**src/rtl/pe_pair_scheduler.sv**
```systemverilog
// Issue scheduler for the PE0/PE1 Givens-rotation pair: one op per cycle, RAW hazard
// stalls, forward-on-write-back issue, and write-back strobes from an in-flight tracker.
module pe_pair_scheduler #(
    parameter int PE_LATENCY = 8,
    parameter int TILE_W     = 2
) (
    input  logic              clk,
    input  logic              rst_n,
    input  logic              op_valid_i,
    output logic              op_ready_o,
    input  logic [1:0]        op_scheme0_i,
    input  logic [1:0]        op_scheme1_i,
    input  logic [TILE_W-1:0] op_tile_i,
    input  logic              op_fwd_i,
    input  logic              op_swap_i,
    input  logic              op_last_i,
    output logic [1:0]        pe0_valid_o,
    output logic [1:0]        pe1_valid_o,
    output logic [1:0]        pe0_scheme_o,
    output logic [1:0]        pe1_scheme_o,
    output logic [TILE_W-1:0] rd_tile_o,
    output logic              rd_fwd_o,
    output logic              rd_swap_o,
    output logic              wb_en_o,
    output logic [TILE_W-1:0] wb_tile_o,
    output logic              wb_swap_o,
    output logic              busy_o,
    output logic              done_o,
    output logic              fwd_miss_o
);

    // Tracker slot i holds the op issued i+1 cycles ago; the top slot writes back next cycle.
    logic [PE_LATENCY-1:0] trk_vld;
    logic [PE_LATENCY-1:0] trk_last;
    logic [PE_LATENCY-1:0] trk_swap;
    logic [TILE_W-1:0]     trk_tile [PE_LATENCY];

    logic hit;
    logic hit_at_wb;
    logic accept;
    logic clr_last;
    logic wb_last_q;
    logic done_nxt;

    // Youngest same-tile entry wins: scan oldest to youngest so the last match sticks.
    always_comb begin
        hit       = 1'b0;
        hit_at_wb = 1'b0;
        for (int i = PE_LATENCY - 1; i >= 0; i--) begin
            if (trk_vld[i] && (trk_tile[i] == op_tile_i)) begin
                hit       = 1'b1;
                hit_at_wb = (i == PE_LATENCY - 1);
            end
        end
    end

    assign op_ready_o = rst_n & (op_fwd_i ? (~hit | hit_at_wb) : ~hit);
    assign accept     = op_valid_i & op_ready_o;
    // A newer last op retires the done obligation of every older last op.
    assign clr_last   = accept & op_last_i;
    assign done_nxt   = wb_en_o & wb_last_q & ~clr_last;

    // Stage p0: accept -> issue registers and tracker entry
    always_ff @(posedge clk or negedge rst_n) begin
        if (!rst_n) begin
            trk_vld      <= '0;
            trk_last     <= '0;
            pe0_valid_o  <= 2'b00;
            pe1_valid_o  <= 2'b00;
            pe0_scheme_o <= 2'b00;
            pe1_scheme_o <= 2'b00;
            rd_tile_o    <= '0;
            rd_fwd_o     <= 1'b0;
            rd_swap_o    <= 1'b0;
            fwd_miss_o   <= 1'b0;
            busy_o       <= 1'b0;
        end else begin
            trk_vld      <= {trk_vld[PE_LATENCY-2:0], accept};
            trk_last     <= {trk_last[PE_LATENCY-2:0] & ~{(PE_LATENCY-1){clr_last}}, clr_last};
            pe0_valid_o  <= {2{accept}};
            pe1_valid_o  <= {2{accept}};
            pe0_scheme_o <= accept ? op_scheme0_i : 2'b00;
            pe1_scheme_o <= accept ? op_scheme1_i : 2'b00;
            rd_tile_o    <= accept ? op_tile_i : '0;
            rd_fwd_o     <= accept & op_fwd_i & hit;
            rd_swap_o    <= accept & op_swap_i;
            fwd_miss_o   <= fwd_miss_o | (accept & op_fwd_i & ~hit);
            busy_o       <= accept | (busy_o & ~done_nxt);
        end
    end

    // Tracker payload only matters under trk_vld, so it is left unreset.
    always_ff @(posedge clk) begin
        trk_tile[0] <= op_tile_i;
        for (int i = 1; i < PE_LATENCY; i++) begin
            trk_tile[i] <= trk_tile[i-1];
        end
        trk_swap <= {trk_swap[PE_LATENCY-2:0], op_swap_i};
    end

    // Stage p1: tracker top -> write-back strobe; write-back -> done
    always_ff @(posedge clk or negedge rst_n) begin
        if (!rst_n) begin
            wb_en_o   <= 1'b0;
            wb_tile_o <= '0;
            wb_swap_o <= 1'b0;
            wb_last_q <= 1'b0;
            done_o    <= 1'b0;
        end else begin
            wb_en_o   <= trk_vld[PE_LATENCY-1];
            wb_tile_o <= trk_vld[PE_LATENCY-1] ? trk_tile[PE_LATENCY-1] : '0;
            wb_swap_o <= trk_vld[PE_LATENCY-1] & trk_swap[PE_LATENCY-1];
            wb_last_q <= trk_vld[PE_LATENCY-1] & trk_last[PE_LATENCY-1] & ~clr_last;
            done_o    <= done_nxt;
        end
    end

endmodule
```
**config.mk**
```make
export PLATFORM = sky130hd
export DESIGN_NAME = pe_pair_scheduler
export DESIGN_NICKNAME = d
export VERILOG_FILES = /design/src/rtl/pe_pair_scheduler.sv
export SDC_FILE = /design/constraint.sdc
export NUM_CORES = 1
export LEC_CHECK = 0
export CORE_MARGIN = 1
export CORE_UTILIZATION = 45
export DETAILED_ROUTE_END_ITERATION = 6
export HOLD_SLACK_MARGIN = 0.02
export PLACE_DENSITY = 0.73
export RECOVER_POWER = 25
export SLEW_MARGIN = 10
export SYNTH_ARGS = -nofsm -noshare
export SYNTH_HDL_FRONTEND = slang
export SYNTH_SLANG_ARGS = --single-unit
```
**constraint.sdc**
```tcl
create_clock -name clk -period 1.2 [get_ports clk]
set_input_delay 0.18 -clock clk [delete_from_list [all_inputs] [get_ports clk]]
set_output_delay 0.18 -clock clk [all_outputs]
set_load 0.05 [all_outputs]
```
==> results.sh, run 1 <==
export IMPL_arrival_ns=1.63
export IMPL_peakVddDrop_mv=1.034
export IMPL_nets=188
export IMPL_clock_skew_ns=0.004852
export IMPL_area_growth_pct=55.46
export IMPL_cp_end_kind="output pin"
export IMPL_die_area_mm2=0.004175
export IMPL_htree_levels=2
export IMPL_clkTransAtPathRegs_ns=0.09
export IMPL_grt_pass1_vias=1118
export IMPL_cts_inserted_buffers=5
export IMPL_clock_sinks=56
export IMPL_drtIter0Drc=40
export IMPL_hpwl_um=2164
export IMPL_cpPeakStageDelay_ns=0.34
export IMPL_setup_viol=22
export IMPL_slowest_stage="dfxtp_1"
export IMPL_yosysMostFrequentCell="dfrtp_1"
export IMPL_crit_family="simple AND/OR/NAND/NOR gates"
export IMPL_ff2ff_path_depth=8
export IMPL_cts_tree="built"
export IMPL_fin_setup_tns_ns=-9.988
export IMPL_hold_violations=0
export IMPL_regArea_mm2=0.001284
export IMPL_cap_viol_max_count=0
export IMPL_fmax_mhz=553.5
export IMPL_rows=22
export IMPL_start_util=0.4747
export IMPL_rsz0062_at_grt="yes"
export IMPL_powerDensity_mw_per_mm2=1361
export IMPL_fp_dieW_um=64.62
export IMPL_viasPerCell=4.800
export IMPL_relSlewSlack=0.6137
export IMPL_dp_cells=206
export IMPL_run_status="complete, but fails checks"
export IMPL_period_needed_ns=1.807
export IMPL_portBuffers=31
export IMPL_place_gp_congestion=0.8585
export IMPL_first_pass_iters=4
export IMPL_num_fill_cells=226
export IMPL_hp_class="in2reg"
export IMPL_highest_layer="met4"
export IMPL_min_path_cells=2
export IMPL_layout_cells_non_filler=225
export IMPL_leakagePower_nw=1.239
export IMPL_met2_length_um=1718
export IMPL_synth_top_area_share=0.4539
export IMPL_rrSetupSlack_ns=-0.48
export IMPL_antenna_found_initial=0
export IMPL_reg2reg_from="trk_tile[1][0]"
export IMPL_cp_start_kind="flip-flop"
export IMPL_root_buffer="clkbuf_8"
export IMPL_grt_util_all_layers=0.1853
export IMPL_ios=32
export IMPL_core_mm2=0.003716
export IMPL_fin_util=0.7380
export IMPL_fin_area_mm2=0.002743
export IMPL_clkLatencyLatePin_ns=0.30
export IMPL_drc_errors=0
export IMPL_routed_wl_um=3377
export IMPL_synth_area_leaders="dfrtp_1 45%, dfxtp_1 27%, xnor2_1 7.0%, and2_1 3.9%, a21boi_0 3.0%"
export IMPL_synthFlopType="dfrtp_1"
export IMPL_wl_per_cell_um=15.01
export IMPL_fin_crit_sh=1.505
export IMPL_maxSlewViolCount=0
export IMPL_drive_gt1_frac=0.4520
export IMPL_vias=1080
export IMPL_syn_nets=135
export IMPL_max_clock_path_buffers=2
export IMPL_grt_overflow_total=0
export IMPL_critPathRequiredTime_ns=1.02
export IMPL_synth_area_per_cell_um2=14.34
export IMPL_synth_warnings=0
export IMPL_setup_slack_ns=-0.6066
export IMPL_grt_pass1_wl_um=5533
export IMPL_wl_met3_um=164
export IMPL_multiInputGateArea_um2=545.5
export IMPL_diodes=0
export IMPL_yosysTopAreaCell="dfrtp_1"
export IMPL_critPathBufInv=2
export IMPL_crit_fanout=2
export IMPL_synth_edf_count=0
export IMPL_synth_seq_cells=56
export IMPL_netlist_area_mm2=0.001764
export IMPL_hp_start="op_tile_i[1]"
export IMPL_postCtsHoldBufs=0
export IMPL_yosysSeqAreaShare=0.7262
export IMPL_worstMarginPinSlew_ns=0.5776
export IMPL_netlist_instances=123
export IMPL_wl_met1_um=1438
export IMPL_grt_start_max_net_pins=33
export IMPL_placed_area_mm2=0.002439
export IMPL_violations="setup timing"
export IMPL_synth_commonest_cells="32 x dfrtp_1, 24 x dfxtp_1, 14 x xnor2_1"
export IMPL_dieHeight_um=64.62
export IMPL_r2r_end="rd_fwd_o"
export IMPL_ant_nets=0
export IMPL_async_flop_share=0.5714
export IMPL_synth_distinct_cells=21
export IMPL_crit_chain="xnor2_1 -> nand3_1 -> nand3_2 -> buf_4 -> nor4b_4 -> buf_12"
export IMPL_hold_end="trk_tile[0][1]"
export IMPL_critPathKind="reg2out"
## what timing repair did
action,in CTS,in global routing
endpoints found under the setup margin,26,26
resized for setup,31,7
cloned,1,0
pin swaps,10,5
buffers inserted,11,3
## per-layer routing
metal,up-vias,GRT usage
li1,505,-
met2,34,0.3118
met4,0,0.05833
met1,535,0.2254
met5,-,0
met3,6,0.05986
## state kept, by name (all words and copies together) (netlist names)
register / cells
pe1_scheme_o: 2
trk_vld: 8
wb_last_q: 1
rd_fwd_o: 1
wb_en_o: 1
trk_swap: 8
done_o: 1
wb_swap_o: 1
trk_tile: 16
wb_tile_o: 2
rd_swap_o: 1
fwd_miss_o: 1
trk_last: 8
busy_o: 1
rd_tile_o: 2
pe0_scheme_o: 2
## area by class of cell
cell class / count / share of cell area
clock buffers: 6 / 0.02646
clock inverters: 2 / 0.004562
inverters: 1 / 0.001369
multi-input cells: 57 / 0.1989
flip-flops and latches: 56 / 0.4681
well taps: 48 / 0.02190
repair buffers: 55 / 0.2787
## cell usage in the layout (no fill, tap or decap), types with 2 or more instances in the layout
master           netlist  final
buf_12                 0     22
xnor2_1               14      8
and2_4                 0      4
nand2_1                3      2
dfxtp_1               24     22
nand3_2                2      3
a21oi_2                0      2
nand4_1                3      3
clkdlybuf4s50_1        0      8
buf_4                  7     13
dfxtp_2                0      2
nand3_1                7      6
clkbuf_8               0      5
a21boi_2               0      7
buf_6                  1      8
and2_1                11      7
dfrtp_1               32     32
nor2_1                 2      2
xnor2_2                0      6
## report_power, final
part,internal (mW),switching [mW],total (mW)
combinational,0.382,0.343,0.725
sequential,1.98,0.0680,2.05
clock,0.408,0.553,0.961
## how the worst max path moves through the flow
stage / cells after the start / startpoint / to
final: 6 / trk_tile[0][2] / op_ready_o
after global routing: 6 / trk_tile[1][0] / op_ready_o
after CTS: 6 / trk_tile[1][0] / op_ready_o
after detailed placement: 8 / op_tile_i[0] / op_ready_o
after global placement: 8 / op_tile_i[0] / op_ready_o
after floorplan: 5 / op_tile_i[0] / op_ready_o
## per-stage QoR
stage	hold slack (ns)	setup slack, ns	total power [mW]
floorplan	-0.1156	-0.3778	2.387
global placement	0.3121	-0.8031	2.688
detailed placement	0.3132	-0.8599	2.704
CTS	0.3119	-0.5830	3.760
global route	0.3101	-0.7017	3.895
finish	0.3213	-0.6066	3.733
## kinds of logic after synthesis
| logic type | Yosys count | share of synthesized area |
|---|---|---|
| flops | 56 | 0.7262 |
| xor+xnor | 14 | 0.06950 |
| buf+inv | 10 | 0.04042 |
| simple gates | 31 | 0.1121 |
| compound gates | 12 | 0.05177 |
Power figures use the tool's default switching activity.
==> run 2: changes to the inputs <==
--- a/config.mk
+++ b/config.mk
@@ -7,7 +7,9 @@
 export LEC_CHECK = 0
 export CORE_MARGIN = 1
 export CORE_UTILIZATION = 45
+export CTS_CLUSTER_SIZE = 10
 export DETAILED_ROUTE_END_ITERATION = 6
+export GPL_ROUTABILITY_DRIVEN = 0
 export HOLD_SLACK_MARGIN = 0.02
 export PLACE_DENSITY = 0.73
 export RECOVER_POWER = 25
==> results of run 2 <==
The final DEF is identical to that of run 1; final timing and power are the same.
==> run 3: changes to the inputs <==
--- a/config.mk
+++ b/config.mk
@@ -6,12 +6,12 @@
 export NUM_CORES = 1
 export LEC_CHECK = 0
 export CORE_MARGIN = 1
-export CORE_UTILIZATION = 45
+export CORE_UTILIZATION = 46
 export CTS_CLUSTER_SIZE = 10
 export DETAILED_ROUTE_END_ITERATION = 6
+export DONT_BUFFER_PORTS = 1
 export GPL_ROUTABILITY_DRIVEN = 0
 export HOLD_SLACK_MARGIN = 0.02
-export PLACE_DENSITY = 0.73
 export RECOVER_POWER = 25
 export SLEW_MARGIN = 10
 export SYNTH_ARGS = -nofsm -noshare
==> run 3 against run 2 <==
  * The run still ends with setup timing left
  * Critical path depth decreased by 1
  * Register-to-register slack improved by 0.03 ns
  * Combinational power decreased by 38%
  * Cell area decreased by 18%
  * Worst setup slack improved by 0.045 ns
  * Non-clock buffer count decreased by 29
  * Die area decreased by 2.1%
  * Global-route usage decreased by 2.7 points
  * Total power decreased by 5.2%
==> results.sh, run 3 (synthesis gave the netlist of run 1 again) <==
export IMPL_ios=32
export IMPL_fin_crit_sh=1.468
export IMPL_hold_violations=0
export IMPL_leakagePower_nw=1.005
export IMPL_area_growth_pct=28.23
export IMPL_multiInputGateArea_um2=510.5
export IMPL_slowest_stage="nor4b_4"
export IMPL_ant_nets=0
export IMPL_largest_register_ffs=16
export IMPL_top_register="trk_tile"
export IMPL_period_needed_ns=1.761
export IMPL_root_buffer="clkbuf_8"
export IMPL_nets=159
export IMPL_clkLatencyLatePin_ns=0.31
export IMPL_hpwl_um=1756
export IMPL_portBuffers=0
export IMPL_grt_util_all_layers=0.1581
export IMPL_setup_viol=22
export IMPL_clock_sinks=56
export IMPL_routed_wl_um=3106
export IMPL_wl_per_cell_um=15.85
export IMPL_die_area_mm2=0.004087
export IMPL_grt_start_max_net_pins=33
export IMPL_core_mm2=0.003661
export IMPL_start_util=0.4819
export IMPL_cpMostUsedCell="nand4_1"
export IMPL_cts_inserted_buffers=5
export IMPL_regArea_mm2=0.001284
export IMPL_first_pass_iters=2
export IMPL_critPathBufInv=1
export IMPL_cts_tree="built"
export IMPL_hold_ws_ns=0.05131
export IMPL_fin_util=0.6179
export IMPL_run_status="complete, but fails checks"
export IMPL_powerDensity_mw_per_mm2=1564
export IMPL_viasPerCell=4.755
export IMPL_fmax_mhz=567.8
export IMPL_cap_viol_max_count=0
export IMPL_setup_slack_ns=-0.5613
export IMPL_relSlewSlack=0.6304
export IMPL_fin_total_pwr_mw=3.539
export IMPL_crit_fanout=2
export IMPL_min_path_cells=1
export IMPL_violations="setup timing"
export IMPL_critPathRequiredTime_ns=1.02
export IMPL_max_clock_path_buffers=2
export IMPL_cp_depth=5
export IMPL_cp_end_kind="output pin"
export IMPL_grt_overflow_total=0
export IMPL_clkTransAtPathRegs_ns=0.09
export IMPL_vias=932
export IMPL_peakVddDrop_mv=0.9566
export IMPL_ff2ff_path_depth=8
export IMPL_num_fill_cells=283
export IMPL_grt_pass1_vias=903
export IMPL_hp_class="in2reg"
export IMPL_drtIter0Drc=26
export IMPL_dieHeight_um=63.93
export IMPL_crit_family="simple AND/OR/NAND/NOR gates"
export IMPL_cpPeakStageDelay_ns=0.37
export IMPL_drive_gt1_frac=0.3243
export IMPL_grt_pass1_wl_um=4602
export IMPL_rsz0062_at_grt="yes"
export IMPL_worstMarginPinSlew_ns=0.5525
export IMPL_antenna_found_initial=0
export IMPL_clock_skew_ns=0.007480
export IMPL_fp_dieW_um=63.93
export IMPL_rows=22
export IMPL_crit_chain="xnor2_2 -> nand4_1 -> nand4_1 -> nor4b_4 -> buf_12"
export IMPL_htree_levels=2
export IMPL_drc_errors=0
export IMPL_diodes=0
export IMPL_final_common_cell="dfrtp_1"
export IMPL_final_cell_mix="31 x dfrtp_1, 23 x dfxtp_1, 12 x xnor2_1"
export IMPL_maxSlewViolCount=0
export IMPL_arrival_ns=1.58
export IMPL_cp_start_kind="flip-flop"
export IMPL_critPathKind="reg2out"
-- run 3: worst paths after layout --
check | start | endpoint | slack (ns)
min reg2reg | trk_swap[0] | trk_swap[1] | 0.33
min | op_fwd_i | rd_fwd_o | 0.05
max in group asynchronous | rst_n | trk_vld[0] | 0.70
min in group asynchronous | rst_n | trk_vld[4] | 0.32
max | trk_tile[0][6] | op_ready_o | -0.56
max reg2reg | trk_tile[0][6] | pe0_scheme_o[0] | -0.45
-- run 3: timing repair --
action	in CTS	in global routing
hold endpoints to repair	53	0
buffers inserted	2	1
pin swaps	3	4
hold buffers	11	0
gates resized for setup	7	14
cloned	0	3
setup endpoints to repair	26	22
-- run 3: report_power, final --
group / leakage, nW / total (mW) / switching [mW] / internal, mW
registers: 0.625 / 2.10 / 0.122 / 1.98
logic: 0.334 / 0.447 / 0.223 / 0.224
clock network: 0.0457 / 0.992 / 0.574 / 0.418
-- run 3: routing by layer --
layer / wire length (µm) / track usage / vias up
met5: 0 / 0 / -
met4: 65 / 0.08523 / 0
met3: 124 / 0.05714 / 6
met2: 1570 / 0.2394 / 18
met1: 1345 / 0.1967 / 462
li1: - / - / 446
-- run 3: per-stage QoR --
step           setup TNS, ns  worst slack, ns  instances  area, µm²
5_1_grt               -10.63          -0.6415        196       2262
6_report              -9.254          -0.5613        196       2262
4_1_cts               -8.086          -0.5838        192       2145
3_3_place_gp          -5.223          -0.3053        171       1899
3_5_place_dp          -5.809          -0.3076        171       1899
2_1_floorplan         -3.443          -0.3778        123       1826
-- run 3: final cells by class --
type | count | share of cell area
Clock inverter | 2 | 0.006637
Clock buffer | 6 | 0.03208
Timing Repair Buffer | 26 | 0.1399
Sequential cell | 56 | 0.5675
Inverter | 1 | 0.001659
Multi-Input combinational cell | 57 | 0.2257
Tap cell | 48 | 0.02655
-- run 3: worst register-to-register path: cells and delay by family, from the launching register on --
| kind | cells | cell delay, ns |
|---|---|---|
| flops | 1 | 0.34 |
| simple gates | 4 | 0.59 |
| xor+xnor | 1 | 0.14 |
| buf+inv | 3 | 0.51 |
